==> src/rtl/uart_tx_ctrl.sv <==
// UART transmit frame sequencer: start, LSB-first data, optional parity, stop at a programmable bit rate.
// Define UART_TX_TWO_STOP_EN to stretch the stop phase to two bit periods.
module uart_tx_ctrl #(
  parameter int DATA_WIDTH     = 8,
  parameter int PRESCALE_WIDTH = 16,
  parameter int SEL_WIDTH      = 3
) (
  input  logic                      i_clk,
  input  logic                      i_rst,
  input  logic [DATA_WIDTH-1:0]     i_p_data,
  input  logic                      i_data_valid,
  input  logic                      i_par_en,
  input  logic                      i_par_typ,
  input  logic [PRESCALE_WIDTH-1:0] i_clks_per_bit,
  output logic [SEL_WIDTH-1:0]      o_sel,
  output logic                      o_ser_data,
  output logic                      o_parity_bit,
  output logic                      o_busy,
  output logic                      o_done
);

  localparam int BW = (DATA_WIDTH > 1) ? $clog2(DATA_WIDTH) : 1;
  localparam logic [BW-1:0] LAST_BIT = BW'(DATA_WIDTH - 1);

  typedef enum logic [2:0] {
    IDLE   = 3'b000,
    START  = 3'b001,
    DATA   = 3'b010,
    PARITY = 3'b011,
    STOP   = 3'b100
  } state_t;

  state_t                    state;
  logic [PRESCALE_WIDTH-1:0] presc_cnt;
  logic [PRESCALE_WIDTH-1:0] last_cnt;
  logic [BW-1:0]             bit_cnt;
  logic [DATA_WIDTH-1:0]     shift_reg;
  logic                      par_en_q;
  logic                      bit_end;

  assign bit_end    = (presc_cnt == last_cnt);
  assign o_sel      = SEL_WIDTH'(state);
  assign o_ser_data = shift_reg[0];

  always_ff @(posedge i_clk or posedge i_rst) begin
    if (i_rst) begin
      state        <= IDLE;
      presc_cnt    <= '0;
      last_cnt     <= '0;
      bit_cnt      <= '0;
      shift_reg    <= '0;
      par_en_q     <= 1'b0;
      o_parity_bit <= 1'b0;
      o_busy       <= 1'b0;
      o_done       <= 1'b0;
    end else begin
      o_done <= 1'b0;
      if (state == IDLE) begin
        if (i_data_valid) begin
          shift_reg    <= i_p_data;
          par_en_q     <= i_par_en;
          o_parity_bit <= (^i_p_data) ^ i_par_typ;
          // Prescale stored as terminal count; a setting of 0 behaves as 1
          last_cnt     <= (i_clks_per_bit == '0) ? '0 : i_clks_per_bit - 1'b1;
          presc_cnt    <= '0;
          bit_cnt      <= '0;
          state        <= START;
          o_busy       <= 1'b1;
        end
      end else if (!bit_end) begin
        presc_cnt <= presc_cnt + 1'b1;
      end else begin
        presc_cnt <= '0;
        case (state)
          START: state <= DATA;
          DATA: begin
            shift_reg <= shift_reg >> 1;
            if (bit_cnt == LAST_BIT) begin
              bit_cnt <= '0;
              state   <= par_en_q ? PARITY : STOP;
            end else begin
              bit_cnt <= bit_cnt + 1'b1;
            end
          end
          PARITY: state <= STOP;
          STOP: begin
`ifdef UART_TX_TWO_STOP_EN
            // bit_cnt is free after DATA; reuse it to count the two stop bits
            if (bit_cnt == '0) begin
              bit_cnt <= BW'(1);
            end else begin
              bit_cnt <= '0;
              state   <= IDLE;
              o_busy  <= 1'b0;
              o_done  <= 1'b1;
            end
`else
            state  <= IDLE;
            o_busy <= 1'b0;
            o_done <= 1'b1;
`endif
          end
          default: state <= IDLE;
        endcase
      end
    end
  end

endmodule

==> config.mk <==
export PLATFORM = sky130hd
export DESIGN_NAME = uart_tx_ctrl
export DESIGN_NICKNAME = d
export VERILOG_FILES = /design/src/rtl/uart_tx_ctrl.sv
export SDC_FILE = /design/constraint.sdc
export NUM_CORES = 1
export LEC_CHECK = 0
export ABC_CLOCK_PERIOD_IN_PS = 4700
export CAP_MARGIN = 0
export CELL_PAD_IN_SITES_DETAIL_PLACEMENT = 1
export CELL_PAD_IN_SITES_GLOBAL_PLACEMENT = 1
export CORE_ASPECT_RATIO = 0.5
export CORE_MARGIN = 2
export CORE_UTILIZATION = 35
export DETAILED_ROUTE_END_ITERATION = 8
export HOLD_SLACK_MARGIN = 0.02
export PLACE_DENSITY = 0.76
export SYNTH_ARGS = -nofsm -noshare
export SYNTH_HDL_FRONTEND = slang
export SYNTH_SLANG_ARGS = --single-unit
==> constraint.sdc <==
create_clock -name i_clk -period 4.7 [get_ports i_clk]
set_clock_uncertainty 0.15 [all_clocks]
set_input_delay 0.705 -clock i_clk [delete_from_list [all_inputs] [get_ports i_clk]]
set_output_delay 0.705 -clock i_clk [all_outputs]
set_load 0.01 [all_outputs]
==> flow_summary.json, run 1 <==
{
  "fin_nets": 376,
  "insertedDiodeCount": 0,
  "arrival_ns": 3.50,
  "pin_count_of_the_biggest_net_entering_global_routing": 51,
  "post_cts.resized_instances": 0,
  "drtPass1Iterations": 4,
  "final-setup-viol-count": 0,
  "die_height_um": 69.1,
  "die_width_um": 134,
  "yosysWarningCount": 0,
  "fin_util": 0.436,
  "ant_nets": 0,
  "post_synthesis_cell_type_count": 42,
  "wire_per_inst_um": 17.2,
  "holdPathStages": 2,
  "cts_post_setup_buffers_inserted": 0,
  "number_of_antenna_violations_at_the_first_check_in_global_routing": 0,
  "synth-xor-area-share": 0.106,
  "worstPathRequired_ns": 4.73,
  "routed_wire_length_mm": 7.83,
  "starting_utilization_of_the_core_area": 0.365,
  "detail_route.iter0.violations": 135,
  "ys.flop_type": "sky130_fd_sc_hd__dfrtp_1",
  "type_of_the_worst_setup_path": "primary input to flop",
  "ctsRootBufferMaster": "sky130_fd_sc_hd__clkbuf_16",
  "ioPinCount": 36,
  "die_area_mm2": 0.00926,
  "min-delay-path-class": "flop to flop",
  "drt_drc_violations_left": 0,
  "avgSynthCellArea_um2": 9.32,
  "timing.fmax_ghz": 0.288,
  "timing.critical_path.from_type": "primary input",
  "placed_cells_incl_taps": 448,
  "pwr_density_cell_mw_per_mm2": 425,
  "synth-edff-count": 0,
  "synth-compound-area-share": 0.157,
  "area_growth_pct": 19.5,
  "htreeDepth": 2,
  "post-layout-total-power_mw": 1.51,
  "synth.mux.area_fraction": 0.0106,
  "grt_remaining_overflow": 0,
  "synth.ff_latch_count": 50,
  "vias_per_cell": 5.39,
  "cts.sink_count": 50,
  "rsz0062_at_grt": "false",
  "total_leakage_power_nw": 1.38,
  "cts_tree": "done",
  "floorplan.core_area_mm2": 0.00812,
  "min_clock_period_post_route_ns": 3.47,
  "cts.path.max_buffers": 2,
  "synth.cell_area_mm2": 0.00296,
  "cp_max_fo": 12,
  "num-fill-cells": 949,
  "synthSimpleGateAreaFrac": 0.248,
  "hold_buffers": 0,
  "rows": 23,
  "synthesis.instances": 318,
  "sequential_cell_area_fraction_in_the_yosys_report": 0.422,
  "io_buffer_count": 35,
  "final_layout_size_suffix_gt1_frac": 0.0494,
  "slew-limit-headroom": 0.253,
  "cts-buffers-inserted": 5,
  "final.period_utilization": 0.739,
  "outcome": "finished, final reports clean",
  "final-instance-count-excl-fill": 456,
  "cts.clk_slew.worst_paths_ns": 0.07,
  "maxSlewViolCount": 0,
  "accumulated_negative_setup_slack_ns": 0,
  "finalHoldViolCount": 0,
  "grtUsageTotal": 0.180,
  "synth_top_family_by_area": "simple AND/OR/NAND/NOR gates",
  "detailed_place_hpwl_mm": 5.70,
  "maxCapViolCount": 0,
  "async_flop_share": 1.00,
  "r2r_worst_path_depth": 5,
  "grt_pass1_vias": 2660,
  "tightest_slew_ns": 1.11,
  "first_pass_grt_wire_length_mm": 13.4,
  "synthesis.nets": 351,
  "globalplace.congestion": 0.785,
  "detailroute.via_count": 2460,
  "insertion_delay_ns": 0.29,
  "synth_adder_area_share": 0.0169,
  "end_kind": "flop",
  "peakVddDrop_v": 0.000145
}
final timing paths:
kind                                    from            end  slack (ns)
min in group asynchronous              i_rst   shift_reg[0]        0.84
max in group asynchronous              i_rst   presc_cnt[9]        2.91
max reg2reg                     presc_cnt[0]  presc_cnt[10]        1.79
min                             o_parity_bit   o_parity_bit        0.33
max                        i_clks_per_bit[0]    last_cnt[9]        1.23
min reg2reg                     o_parity_bit   o_parity_bit        0.33
synthesized netlist by cell type, types with 2 or more instances:
cell                         n  share of area
sky130_fd_sc_hd__xor2_1      8          0.024
sky130_fd_sc_hd__a21oi_1     8          0.014
sky130_fd_sc_hd__nand3_1    10          0.017
sky130_fd_sc_hd__a22o_1      4          0.012
sky130_fd_sc_hd__nand2_1    39          0.049
sky130_fd_sc_hd__a211o_1     7          0.021
sky130_fd_sc_hd__dfrtp_1    50           0.42
sky130_fd_sc_hd__or4_1       8          0.020
sky130_fd_sc_hd__buf_2       4         0.0068
sky130_fd_sc_hd__nand2b_1    3         0.0063
sky130_fd_sc_hd__and3_1     12          0.025
sky130_fd_sc_hd__nor2_1     16          0.020
sky130_fd_sc_hd__a21o_1      2         0.0051
sky130_fd_sc_hd__nand4b_1    4          0.012
sky130_fd_sc_hd__nor2b_1    11          0.023
sky130_fd_sc_hd__mux2i_1     2         0.0068
sky130_fd_sc_hd__nor3_1      5         0.0084
sky130_fd_sc_hd__inv_1       8          0.010
sky130_fd_sc_hd__o311ai_0    4          0.012
sky130_fd_sc_hd__o211ai_1    6          0.015
sky130_fd_sc_hd__nor4b_1     2         0.0059
sky130_fd_sc_hd__o2bb2ai_1   2         0.0059
sky130_fd_sc_hd__nor4_2      3          0.013
sky130_fd_sc_hd__or3_1       3         0.0063
sky130_fd_sc_hd__and2_1      4         0.0084
sky130_fd_sc_hd__clkbuf_1   14          0.018
sky130_fd_sc_hd__xnor2_1    28          0.083
sky130_fd_sc_hd__o21ai_0    13          0.022
sky130_fd_sc_hd__ha_1        4          0.017
sky130_fd_sc_hd__o31ai_1    15          0.038
sky130_fd_sc_hd__nand4_1     8          0.017
cell families after synthesis:
| logic type | count (synthesis) |
|---|---|
| xor+xnor | 36 |
| compound gates | 66 |
| fa+ha+maj | 4 |
| simple gates | 132 |
| flops | 50 |
| buf+inv | 27 |
| mux | 3 |
report_power, final:
group / internal [mW] / switching [mW]
Clock: 0.211 / 0.156
Sequential: 0.541 / 0.134
Combinational: 0.224 / 0.239
Total: 0.976 / 0.529
per-layer routing:
layer  vias up  global-route usage  routed length, µm
li1       1192                   -                  -
met1      1205               0.244               3790
met2        55               0.292               3630
met3         8              0.0449                329
met4         0              0.0374                 84
met5         -                   0                  0
placed cells by master (no fill, tap or decap), types with 4 or more instances in the layout:
cell and n:
sky130_fd_sc_hd__clkbuf_16 5, sky130_fd_sc_hd__xor2_1 8, sky130_fd_sc_hd__a211o_1 7, sky130_fd_sc_hd__o31ai_1 15, sky130_fd_sc_hd__nand2_1 39, sky130_fd_sc_hd__nor2_1 16, sky130_fd_sc_hd__or4_1 8, sky130_fd_sc_hd__nand3_1 10
sky130_fd_sc_hd__and2_1 4, sky130_fd_sc_hd__clkdlybuf4s50_1 35, sky130_fd_sc_hd__xnor2_1 28, sky130_fd_sc_hd__and3_1 12, sky130_fd_sc_hd__a21oi_1 8, sky130_fd_sc_hd__ha_1 4, sky130_fd_sc_hd__o211ai_1 6, sky130_fd_sc_hd__a22o_1 4
sky130_fd_sc_hd__nand4_1 8, sky130_fd_sc_hd__dfrtp_1 50, sky130_fd_sc_hd__nor3_1 5, sky130_fd_sc_hd__o21ai_0 13, sky130_fd_sc_hd__o311ai_0 4, sky130_fd_sc_hd__inv_1 7, sky130_fd_sc_hd__nand4b_1 4, sky130_fd_sc_hd__nor2b_1 11
worst max-delay path: stages:
cell and delay [ns]:
sky130_fd_sc_hd__clkdlybuf4s50_1 0.46, sky130_fd_sc_hd__inv_1 0.09, sky130_fd_sc_hd__ha_1 0.18, sky130_fd_sc_hd__or3b_4 0.40, sky130_fd_sc_hd__or4_1 0.58, sky130_fd_sc_hd__nor4_4 0.65, sky130_fd_sc_hd__nor2_1 0.17, sky130_fd_sc_hd__a22o_1 0.25
per-stage QoR:
| stage | hold slack, ns | worst slack (ns) | instance area [µm²] |
|---|---|---|---|
| 6_report | 0.331 | 1.23 | 3540 |
| 5_1_grt | 0.372 | 1.06 | 3540 |
| 4_1_cts | 0.337 | 1.24 | 3540 |
| 3_5_place_dp | 0.321 | 0.948 | 3390 |
| 3_3_place_gp | 0.320 | 1.06 | 3390 |
| 2_1_floorplan | 0.315 | 1.97 | 2960 |
area by class of cell:
type	count	area, µm²	share of cell area
Multi-Input combinational cell	241	1610	0.454
Sequential cell	50	1250	0.353
Timing Repair Buffer	37	365	0.103
Clock buffer	7	143	0.0403
Tap cell	112	140	0.0396
Inverter	8	30.0	0.00848
Clock inverter	1	5.00	0.00141
No activity file was read; power rests on OpenSTA's default activity.
==> run 2: changes to the inputs <==
--- a/config.mk
+++ b/config.mk
@@ -5,7 +5,7 @@
 export SDC_FILE = /design/constraint.sdc
 export NUM_CORES = 1
 export LEC_CHECK = 0
-export ABC_CLOCK_PERIOD_IN_PS = 4700
+export ABC_CLOCK_PERIOD_IN_PS = 3040
 export CAP_MARGIN = 0
 export CELL_PAD_IN_SITES_DETAIL_PLACEMENT = 1
 export CELL_PAD_IN_SITES_GLOBAL_PLACEMENT = 1
@@ -14,7 +14,7 @@
 export CORE_UTILIZATION = 35
 export DETAILED_ROUTE_END_ITERATION = 8
 export HOLD_SLACK_MARGIN = 0.02
-export PLACE_DENSITY = 0.76
+export PLACE_DENSITY = 0.79
 export SYNTH_ARGS = -nofsm -noshare
 export SYNTH_HDL_FRONTEND = slang
 export SYNTH_SLANG_ARGS = --single-unit
==> constraint.sdc (replaced) <==
create_clock -name i_clk -period 3.04 [get_ports i_clk]
set_clock_uncertainty 0.15 [all_clocks]
set_input_delay 0.456 -clock i_clk [delete_from_list [all_inputs] [get_ports i_clk]]
set_output_delay 0.456 -clock i_clk [all_outputs]
set_load 0.01 [all_outputs]
==> flow_summary.json, run 2 (same netlist as run 1, synthesis figures left out) <==
{
  "final_layout_size_suffix_gt1_frac": 0.0739,
  "ant_nets": 0,
  "final-setup-viol-count": 0,
  "vias_per_cell": 5.44,
  "rows": 23,
  "maxSlewViolCount": 0,
  "worstPathRequired_ns": 3.05,
  "wire_per_inst_um": 16.9,
  "timing.fmax_ghz": 0.359,
  "path_depth": 9,
  "layout_commonest_cell": "sky130_fd_sc_hd__dfrtp_1",
  "die_height_um": 69.1,
  "post-layout-total-power_mw": 2.35,
  "routed_wire_length_mm": 7.84,
  "detailed_place.area_mm2": 0.00345,
  "final.period_utilization": 0.917,
  "design_area_mm2": 0.00360,
  "number_of_antenna_violations_at_the_first_check_in_global_routing": 0,
  "hold_buffers": 0,
  "crit_path_cell_trace": "clkdlybuf4s50_1 > inv_1 > ha_1 > or3b_4 > or4_1 > buf_4 > nor3_1 > mux2i_1 > o21ai_0",
  "tightest_slew_ns": 0.991,
  "min_clock_period_post_route_ns": 2.79,
  "globalplace.congestion": 0.782,
  "layout_common_cells": "sky130_fd_sc_hd__dfrtp_1, sky130_fd_sc_hd__nand2_1, sky130_fd_sc_hd__clkdlybuf4s50_1",
  "cts-buffers-inserted": 5,
  "total_leakage_power_nw": 1.42,
  "cts.path.max_buffers": 2,
  "area_growth_pct": 21.7,
  "fin_nets": 384,
  "post_cts.resized_instances": 0,
  "detailroute.via_count": 2526,
  "critical_path_top_delay_cell": "sky130_fd_sc_hd__or4_1",
  "type_of_the_worst_setup_path": "primary input to flop",
  "cts_post_setup_buffers_inserted": 0,
  "detailed_place_hpwl_mm": 5.78,
  "maxCapViolCount": 0,
  "cts.sink_count": 50,
  "setup.worst_path.start": "i_clks_per_bit[0]",
  "regToRegStartpoint": "o_sel[1]",
  "arrival_ns": 2.80,
  "outcome": "finished, final reports clean",
  "grtUsageTotal": 0.184,
  "timing.hold.worst.start": "shift_reg[3]",
  "slew-limit-headroom": 0.337,
  "cp_max_fo": 5,
  "path_buf_inv": 3,
  "insertion_delay_ns": 0.29,
  "timing.critical_path.to": "last_cnt[14]",
  "die_area_mm2": 0.00926,
  "cp_slowest_stage_delay_ns": 0.51,
  "pin_count_of_the_biggest_net_entering_global_routing": 51,
  "die_width_um": 134,
  "regToRegSetupSlack_ns": 0.39,
  "crit-reg2reg-capture": "presc_cnt[5]",
  "num-fill-cells": 953,
  "ctsRootBufferMaster": "sky130_fd_sc_hd__clkbuf_16",
  "insertedDiodeCount": 0,
  "drtPass1Iterations": 4,
  "grt_remaining_overflow": 0,
  "end_kind": "flop",
  "first_pass_grt_wire_length_mm": 13.9,
  "min-delay-path-class": "flop to flop",
  "peakVddDrop_v": 0.000273,
  "pwr_density_cell_mw_per_mm2": 653,
  "cts.clk_slew.worst_paths_ns": 0.07,
  "cts_tree": "done",
  "rsz0062_at_grt": "false",
  "holdPathStages": 1,
  "grt_pass1_vias": 2791,
  "r2r_worst_path_depth": 5,
  "floorplan.core_area_mm2": 0.00812,
  "finalHoldViolCount": 0,
  "htreeDepth": 2,
  "detail_route.iter0.violations": 118,
  "starting_utilization_of_the_core_area": 0.365,
  "ioPinCount": 36,
  "io_buffer_count": 35,
  "dominant_delay_contributor_by_cell_family_on_the_critical_path": "simple AND/OR/NAND/NOR gates",
  "drt_drc_violations_left": 0,
  "timing.critical_path.from_type": "primary input"
}
## run 2: cell types whose count changed in the layout (fill, tap and decap cells not counted)
cell,previous run,this run
sky130_fd_sc_hd__buf_4,2,10
sky130_fd_sc_hd__clkbuf_1,1,0
sky130_fd_sc_hd__clkinvlp_4,0,1
## run 2: where the power goes
group	internal, mW	leakage [nW]	total (mW)	switching (mW)
Clock	0.326	0.0729	0.574	0.248
Combinational	0.359	0.731	0.740	0.381
Sequential	0.836	0.615	1.04	0.204
Total	1.52	1.42	2.35	0.833
## run 2: per-stage QoR
step	worst slack, ns	hold slack (ns)	std cells	util	setup TNS (ns)
2_1_floorplan	0.561	0.315	318	-	0
3_3_place_gp	0.0913	0.322	456	0.426	0
3_5_place_dp	-0.0558	0.340	456	0.426	-0.0816
4_1_cts	0.244	0.355	464	0.444	0
5_1_grt	0.0970	0.393	464	0.444	0
6_report	0.253	0.352	464	0.444	0
## run 2: area by class of cell
| type | instances | area (µm²) | share of cell area |
|---|---|---|---|
| Sequential cell | 50 | 1250 | 0.347 |
| Timing Repair Buffer | 45 | 425 | 0.118 |
| Tap cell | 112 | 140 | 0.0389 |
| Multi-Input combinational cell | 241 | 1610 | 0.446 |
| Inverter | 8 | 30.0 | 0.00833 |
| Clock inverter | 2 | 12.5 | 0.00347 |
| Clock buffer | 6 | 139 | 0.0385 |
## run 2: worst min-delay path by stage
| stage | endpoint | slack (ns) |
|---|---|---|
| final | shift_reg[3] | 0.35 |
| after global routing | shift_reg[1] | 0.39 |
| after CTS | shift_reg[3] | 0.36 |
| after detailed placement | shift_reg[3] | 0.34 |
| after global placement | o_parity_bit | 0.32 |
| after floorplan | shift_reg[1] | 0.31 |
## run 2: worst reg2reg max path, stage by stage, from the launching register on
cell and delay, ns:
sky130_fd_sc_hd__dfrtp_1 0.57, sky130_fd_sc_hd__or3_1 0.57, sky130_fd_sc_hd__nor2_1 0.80, sky130_fd_sc_hd__inv_1 0.22, sky130_fd_sc_hd__o31ai_1 0.13, sky130_fd_sc_hd__o2bb2ai_1 0.13
## run 2: metal layers
metal	share of wire	wire length (µm)	track usage	up-vias
li1	-	-	-	1219
met1	0.48	3770	0.243	1251
met2	0.48	3750	0.319	47
met3	0.030	236	0.0272	9
met4	0.011	90	0.0456	0
met5	0	0	0	-
==> run 3: changes to the inputs <==
--- a/config.mk
+++ b/config.mk
@@ -13,6 +13,7 @@
 export CORE_MARGIN = 2
 export CORE_UTILIZATION = 35
 export DETAILED_ROUTE_END_ITERATION = 8
+export GPL_ROUTABILITY_DRIVEN = 0
 export HOLD_SLACK_MARGIN = 0.02
 export PLACE_DENSITY = 0.79
 export SYNTH_ARGS = -nofsm -noshare
==> results of run 3 <==
Final layout, timing and power as in run 2 (identical DEF).
